File: config.mk
export PLATFORM = sky130hd
export DESIGN_NAME = pwm_peripheral
export DESIGN_NICKNAME = d
export VERILOG_FILES = /design/src/rtl/pwm_peripheral.sv
export SDC_FILE = /design/constraint.sdc
export NUM_CORES = 1
export LEC_CHECK = 0
export CAP_MARGIN = 5
export CORE_MARGIN = 2
export CORE_UTILIZATION = 55
export CTS_BUF_LIST = sky130_fd_sc_hd__clkbuf_16
export DETAILED_ROUTE_END_ITERATION = 7
export PLACE_DENSITY = 0.82
export SYNTH_ARGS = -nofsm -noshare
export SYNTH_HDL_FRONTEND = slang
export SYNTH_SLANG_ARGS = --single-unit
File: constraint.sdc
create_clock -name clk -period 2.75 [get_ports clk]
set_input_delay 0.55 -clock clk [delete_from_list [all_inputs] [get_ports clk]]
set_output_delay 0.55 -clock clk [all_outputs]
set_load 0.05 [all_outputs]
File: src/rtl/pwm_peripheral.sv
// pwm_peripheral
//   Output-drive stage fed by the SPI register file. Takes the five
//   configuration bytes (output enables, PWM-mode selects, shared duty
//   value) from the SCLK domain and drives 16 user outputs. Each output is
//   static high/low or follows one shared 8-bit PWM waveform. The period is
//   PRESCALE*256 clocks.
//   Configuration is resynchronised into clk and latched into shadow
//   registers only at PWM period boundaries, so the outputs never glitch.
//
// Parameters
//   PRESCALE         system clocks per PWM count step (1..65535)
// Ports
//   clk              system clock, rising edge
//   rst              synchronous active-high reset
//   en_reg_out_7_0   output enables, outputs 7..0   (SCLK domain, quasi-static)
//   en_reg_out_15_8  output enables, outputs 15..8
//   en_reg_pwm_7_0   PWM-mode selects, outputs 7..0
//   en_reg_pwm_15_8  PWM-mode selects, outputs 15..8
//   pwm_duty_cycle   shared duty value 0x00..0xFF
//   out              registered user outputs
//   period_start     one-clock pulse on the first clock of each PWM period
module pwm_peripheral #(
  parameter int unsigned PRESCALE = 13
) (
  input  logic        clk,
  input  logic        rst,
  input  logic [7:0]  en_reg_out_7_0,
  input  logic [7:0]  en_reg_out_15_8,
  input  logic [7:0]  en_reg_pwm_7_0,
  input  logic [7:0]  en_reg_pwm_15_8,
  input  logic [7:0]  pwm_duty_cycle,
  output logic [15:0] out,
  output logic        period_start
);

  localparam logic [15:0] PRE_MAX = 16'(PRESCALE - 1);

  // Layout of the config word: {en_pwm[15:0], en_out[15:0], duty[7:0]}
  logic [39:0] cfg_in;
  logic [39:0] cfg_p1, cfg_p2, cfg_p3;
  logic        vld_p1, vld_p2, vld_p3;
  logic        stable;

  logic [15:0] pre_cnt;
  logic [7:0]  pwm_cnt;
  logic        tick;
  logic        bnd;
  logic        load_pending;
  logic        load;

  logic [15:0] en_out;
  logic [15:0] en_pwm;
  logic [7:0]  duty;

  // Duty 0xFF is promoted to a full-period high instead of 255/256.
  function automatic logic pwm_level(input logic [7:0] cnt, input logic [7:0] dc);
    if (dc == 8'hFF) return 1'b1;
    return cnt < dc;
  endfunction

  // A PWM-mode output follows the waveform; otherwise it is static high.
  // The output enable gates both cases.
  function automatic logic [15:0] drive(input logic [15:0] eo, input logic [15:0] ep,
                                        input logic hi);
    return eo & (~ep | {16{hi}});
  endfunction

  assign cfg_in = {en_reg_pwm_15_8, en_reg_pwm_7_0,
                   en_reg_out_15_8, en_reg_out_7_0, pwm_duty_cycle};

  // Stages p1/p2 form the synchroniser and p3 is a compare copy of p2.
  // The vld_pN flags track which stages hold post-reset samples. Without
  // them, the all-zero reset contents would look stable and get loaded
  // before the real configuration arrives.
  always_ff @(posedge clk) begin
    if (rst) begin
      cfg_p1 <= '0;
      cfg_p2 <= '0;
      cfg_p3 <= '0;
      vld_p1 <= 1'b0;
      vld_p2 <= 1'b0;
      vld_p3 <= 1'b0;
    end else begin
      cfg_p1 <= cfg_in;
      cfg_p2 <= cfg_p1;
      cfg_p3 <= cfg_p2;
      vld_p1 <= 1'b1;
      vld_p2 <= vld_p1;
      vld_p3 <= vld_p2;
    end
  end

  assign stable = vld_p3 && (cfg_p2 == cfg_p3);

  // Prescaler and period counter; these free-run and are never held off
  // by a deferred load.
  assign tick = (pre_cnt == PRE_MAX);
  assign bnd  = tick && (pwm_cnt == 8'hFF);

  always_ff @(posedge clk) begin
    if (rst) begin
      pre_cnt <= '0;
      pwm_cnt <= '0;
    end else begin
      pre_cnt <= tick ? 16'd0 : pre_cnt + 16'd1;
      if (tick) pwm_cnt <= pwm_cnt + 8'd1;
    end
  end

  // The shadow load happens at the boundary when the config is stable.
  // If the config is not stable then, the load retries every clock.
  assign load = (load_pending || bnd) && stable;

  always_ff @(posedge clk) begin
    if (rst) begin
      load_pending <= 1'b1;
      en_out       <= '0;
      en_pwm       <= '0;
      duty         <= '0;
    end else begin
      if (load)     load_pending <= 1'b0;
      else if (bnd) load_pending <= 1'b1;
      if (load) begin
        en_pwm <= cfg_p2[39:24];
        en_out <= cfg_p2[23:8];
        duty   <= cfg_p2[7:0];
      end
    end
  end

  // Output register stage
  always_ff @(posedge clk) begin
    if (rst) begin
      out          <= '0;
      period_start <= 1'b0;
    end else begin
      out          <= drive(en_out, en_pwm, pwm_level(pwm_cnt, duty));
      period_start <= bnd;
    end
  end

endmodule

After elaboration in Yosys (flattened, before gate mapping)
Cells that the tools add are included.
{"block": "classes", "muxes": 8, "reduce_logical": 6, "bitwise": 3, "n_lt_le_gt_ge": 1, "n_addsub": 2, "eq_ne": 4}
{"operator": "40-bit equality test", "count": 1}
{"operator": "16-bit by 1-bit adder with 16-bit output, second input constant", "count": 1}
{"operator": "16-bit AND", "count": 1}
{"operator": "16-bit by 4-bit equality test with 1-bit output, second input constant", "count": 1}
{"operator": "8-bit equality test, second input constant", "count": 2}
{"operator": "16-bit NOT", "count": 1}
{"operator": "16-bit OR", "count": 1}
{"operator": "8-bit by 1-bit adder with 8-bit output, second input constant", "count": 1}
{"operator": "8-bit less-than comparator", "count": 1}
{"operator": "1-bit 2-to-1 mux", "count": 8}
{"operator": "1-bit logical AND", "count": 3}
{"operator": "2-bit nonzero test", "count": 1}
{"operator": "2-bit OR reduction", "count": 1}
{"operator": "1-bit logical OR", "count": 1}
{"block": "word_totals", "out_inout_bits": 17, "inputBits": 42, "reg_bits": 205, "word_cells": 38}

Longest topological paths before layout
{"block": "depth", "word_depth": 7, "ltp_mapped": 10, "depth_no_buf": 8}

Least setup slack after synthesis
Ideal clock, no wire load.
{"block": "synth_timing", "kind": "register to register", "from": "register pre_cnt[0]", "to": "register duty[0]", "t_arrival_ns": 1.921, "t_required_ns": 2.629, "period_less_slack_ns": 2.042, "path_buffers": 2, "setup_ns": 0.121, "path_slack_ns": 0.708, "path_stages_with_launch": 11, "cell_sequence": "dfxtp_1 inv_1 ha_1 nor4b_2 and4_1 buf_6 and3_4 a21o_4 nand2b_4 buf_12 mux2_4"}
{"block": "synth_via", "elab_chain_cells": 4}
{"item": "start: declaration", "line_no": "44", "text": "logic [15:0] pre_cnt;"}
{"item": "start signal: assignment", "line_no": "105", "text": "pre_cnt <= tick ? 16'd0 : pre_cnt + 16'd1;"}
{"item": "16-bit by 4-bit equality test with 1-bit output", "line_no": "97", "text": "assign tick = (pre_cnt == PRE_MAX);"}
{"item": "1-bit logical AND", "line_no": "98", "text": "assign bnd = tick && (pwm_cnt == 8'hFF);"}
{"item": "1-bit logical OR", "line_no": "112", "text": "assign load = (load_pending || bnd) && stable;"}
{"item": "1-bit logical AND", "line_no": "112"}
{"item": "end signal: assignment", "line_no": "126", "text": "duty <= cfg_p2[7:0];"}
{"item": "end: declaration", "line_no": "53", "text": "logic [7:0] duty;"}
No other way between the ends.
A chain may end at the register's enable or synchronous reset.

Worst setup path in the final report
{"block": "layout_timing", "from": "register pre_cnt[0]", "to": "register en_out[6]"}
{"block": "layout_via", "elab_chain_cells": 4}
{"item": "16-bit by 4-bit equality test with 1-bit output", "line_no": "97"}
{"item": "1-bit logical AND", "line_no": "98"}
{"item": "1-bit logical OR", "line_no": "112"}
{"item": "1-bit logical AND", "line_no": "112"}
{"item": "end signal: assignment", "line_no": "125", "text": "en_out <= cfg_p2[23:8];"}
{"item": "end: declaration", "line_no": "51", "text": "logic [15:0] en_out;"}
No other way between the ends.

==> summary.md <==
| Metric | Value |
|---|---|
| Post-layout util | `65.3%` |
| Num rows | `42` |
| Setup bufs post-CTS | `0` |
| Kind of critical path | `reg2reg` |
| Slew HR | `19.7%` |
| DR vias | `4335` |
| Clock Skew | `6.43 ps` |
| Area grow syn2layout | `17.5%` |
| Routed len/inst | `14.4 µm` |
| # IOs | `59` |
| Post-synthesis cell area | `roughly 0.0073 mm²` |
| Vias per std cell | `a little under 5` |
| First-pass DRT Iterations | `4` |
| Cts bufs inserted | `20` |
| Routed WL | `12700 µm` |
| Syn Area/Cell | `11.2 µm²` |
| CTS Hold Bufs | `0` |
| Share of cells above drive strength 1 | `10.5%` |
| Post-CTS resize count | `0` |
| Critical path launch point type | `flip-flop` |
| Die height | `approximately 120 µm` |
| Filler cells | `approximately 950` |
| Root Buffer Master | `clkbuf_16` |
| R2r setup slk | `390 ps` |
| Status | `completed` |
| Peak supply drop | `0.000489 V` |
| Cell variety after synth | `36` |
| Hold crit path type | `reg2reg` |
| Core Area | `0.0131 mm²` |
| Vias in the first global route | `4354` |
| Pin count of the biggest net entering global routing | `113` |
| Hpwl dp | `8730 µm` |
| Fmax | `424 MHz` |
| Initial drt markers | `287` |
| Seq/Total Area, Yosys | `56.4%` |
| H-tree depth | `1` |
| # DRC | `0` |
| Arrival time at the worst endpoint | `2720 ps` |
| Clk slew on worst S/H paths | `~60 ps` |
| Final Setup Violations | `0` |
| Final Max Slew Viols | `0` |
| Pwr Density | `679 mW/mm²` |
| Cell count after synthesis | `647` |
| Clock Latency Late Sink | `480 ps` |
| Hold Vio Cnt, Final | `0` |
| Worst Tran Pin Value | `1200 ps` |
| CTS tree | `built` |
| Final ANT Viol Nets | `0` |
| Period utilisation layout | `85.7%` |
| Final net count | `752` |
| # diodes | `0` |
| Initial cell density of the core | `55.6%` |
| Synthesis-stage register bit count | `~200` |
| First-pass GRT wire length | `20900 µm` |
| Static Leak | `3.33 nW` |
| RSZ-0062 raised after global routing | `no` |
| Grt total ovfl | `0` |
| Min Tclk post-route | `around 2400 ps` |
| GPL Wtd Cong | `slightly above 0.8` |
| Initial antenna violation count | `0` |
| Synth warn | `0` |
| CP required | `between 3000 and 4000 ps` |
| Clock sinks | `205` |
| I/O Buffers | `58` |
| Number of max-cap violations | `0` |
| Clk buf depth | `3` |
| CP max FO | `21` |
| Final setup TNS | `0 ps` |
| Die Area | `around 0.014 mm²` |
| GRT Util Overall | `18.1%` |
| CP Capture Type | `flip-flop` |
| Mapped Nets | `between 600 and 700` |
| Die Wd | `around 120 µm` |
[through the flow]
step	power [W]	instance area (µm²)	setup slack [ps]	cells	hold WS, ps
2_1_floorplan	0.00328	7280	708	647	414
3_5_place_dp	0.00338	7950	428	854	420
5_1_grt	0.00601	8550	264	887	445
6_report	0.00581	8550	393	887	429
3_3_place_gp	0.00337	7950	493	854	418
4_1_cts	0.00586	8550	396	887	432
[synthesized netlist by cell type]
| cell type | instances | area share [%] |
|---|---|---|
| and3_1 | 1 | 0.086 |
| nand3_1 | 5 | 0.34 |
| clkbuf_1 | 25 | 1.3 |
| a21oi_1 | 4 | 0.28 |
| nor2b_1 | 139 | 12 |
| xnor2_1 | 45 | 5.4 |
| mux2i_1 | 1 | 0.14 |
| nand2b_1 | 1 | 0.086 |
| buf_6 | 1 | 0.15 |
| or3_1 | 2 | 0.17 |
| o21ai_0 | 2 | 0.14 |
| nand2_1 | 13 | 0.67 |
| and3_4 | 1 | 0.15 |
| and4_1 | 2 | 0.24 |
| buf_12 | 4 | 1.1 |
| and3_2 | 1 | 0.10 |
| mux2_4 | 40 | 8.3 |
| inv_1 | 28 | 1.4 |
| xor2_1 | 14 | 1.7 |
| a21o_1 | 4 | 0.41 |
| nor4b_2 | 1 | 0.21 |
| nor3_1 | 5 | 0.34 |
| a21o_4 | 1 | 0.21 |
| dfxtp_1 | 205 | 56 |
| ha_1 | 10 | 1.7 |
| nor2_1 | 47 | 2.4 |
| nand2b_4 | 1 | 0.19 |
| buf_1 | 1 | 0.052 |
| o21ai_1 | 1 | 0.069 |
| nand4_1 | 19 | 1.6 |
| or4_1 | 1 | 0.10 |
| a311oi_1 | 16 | 1.9 |
| and2_1 | 1 | 0.086 |
| nor4_1 | 3 | 0.26 |
| or2_2 | 1 | 0.086 |
| and4bb_2 | 1 | 0.17 |
[logic make-up (layout without fill, tap and decap cells)]
family	after synthesis	count (layout)	share of synthesized area (%)
muxes	41	41	8.39
and+or+nand+nor	245	245	19.3
adders and majority gates	10	10	1.72
AOI/OAI and AO/OA	28	28	3.03
buffers and inverters	59	123	4.04
xor gates and xnor gates	59	59	7.10
DFF	205	205	56.4
[layout make-up]
cell class | instances | area (µm²) | share of cell area, %
clock buffers | 21 | 526 | 6.15
inverters | 28 | 105 | 1.23
multi-input cells | 383 | 2880 | 33.7
flip-flops and latches | 205 | 4100 | 48.0
clock inverters | 12 | 72.6 | 0.849
well taps | 176 | 220 | 2.58
repair buffers | 62 | 646 | 7.55
[power by group]
part	internal, W	total, W	switching (W)
sequential	0.00305	0.00308	0.0000331
combinational	0.000133	0.000235	0.000102
clock	0.00146	0.00249	0.00104
total	0.00464	0.00581	0.00117
[state kept, by name, indices dropped and copies added (netlist names), 8 cells and up]
register / cells
cfg_p3: 40
cfg_p2: 40
cfg_p1: 40
duty: 8
en_out: 16
pwm_cnt: 8
pre_cnt: 16
out: 16
en_pwm: 16
[worst paths after layout]
check	endpoint	cells past startpoint	startpoint
setup / recovery	en_out[6]	9	pre_cnt[0]
hold / removal	cfg_p2[38]	1	cfg_p1[38]
setup reg to reg	en_out[6]	9	pre_cnt[0]
hold reg to reg	cfg_p2[38]	1	cfg_p1[38]
[critical path, stage by stage (launching register included)]
cell and delay (ps):
dfxtp_1 370, inv_1 60, ha_1 180, nor4b_2 150
and4_1 230, and3_4 230, a21o_4 210, nand2b_4 230
buf_12 240, mux2_4 320
[cell usage in the layout (no fill, tap or decap), types with 3 or more instances in the layout]
master / netlist / routed
mux2_4: 40 / 40
nand2_1: 13 / 13
nand3_1: 5 / 5
nor4_1: 3 / 3
xor2_1: 14 / 14
clkbuf_16: 0 / 21
a21o_1: 4 / 4
nor2_1: 47 / 47
clkinv_1: 0 / 7
a21oi_1: 4 / 4
ha_1: 10 / 10
nor3_1: 5 / 5
xnor2_1: 45 / 45
dfxtp_1: 205 / 205
clkdlybuf4s50_1: 0 / 57
nand4_1: 19 / 19
nor2b_1: 139 / 139
inv_1: 28 / 31
buf_12: 4 / 3
a311oi_1: 16 / 16
[per-layer routing]
| metal | track usage (%) | part of all wire (%) | vias to the layer above |
|---|---|---|---|
| met3 | 3.88 | 5.2 | 22 |
| met4 | 5.43 | 1.7 | 0 |
| met1 | 22.8 | 45 | 2023 |
| met5 | 0 | 0 | - |
| li1 | - | - | 2201 |
| met2 | 31.2 | 48 | 89 |
Power figures use the tool's default switching activity.
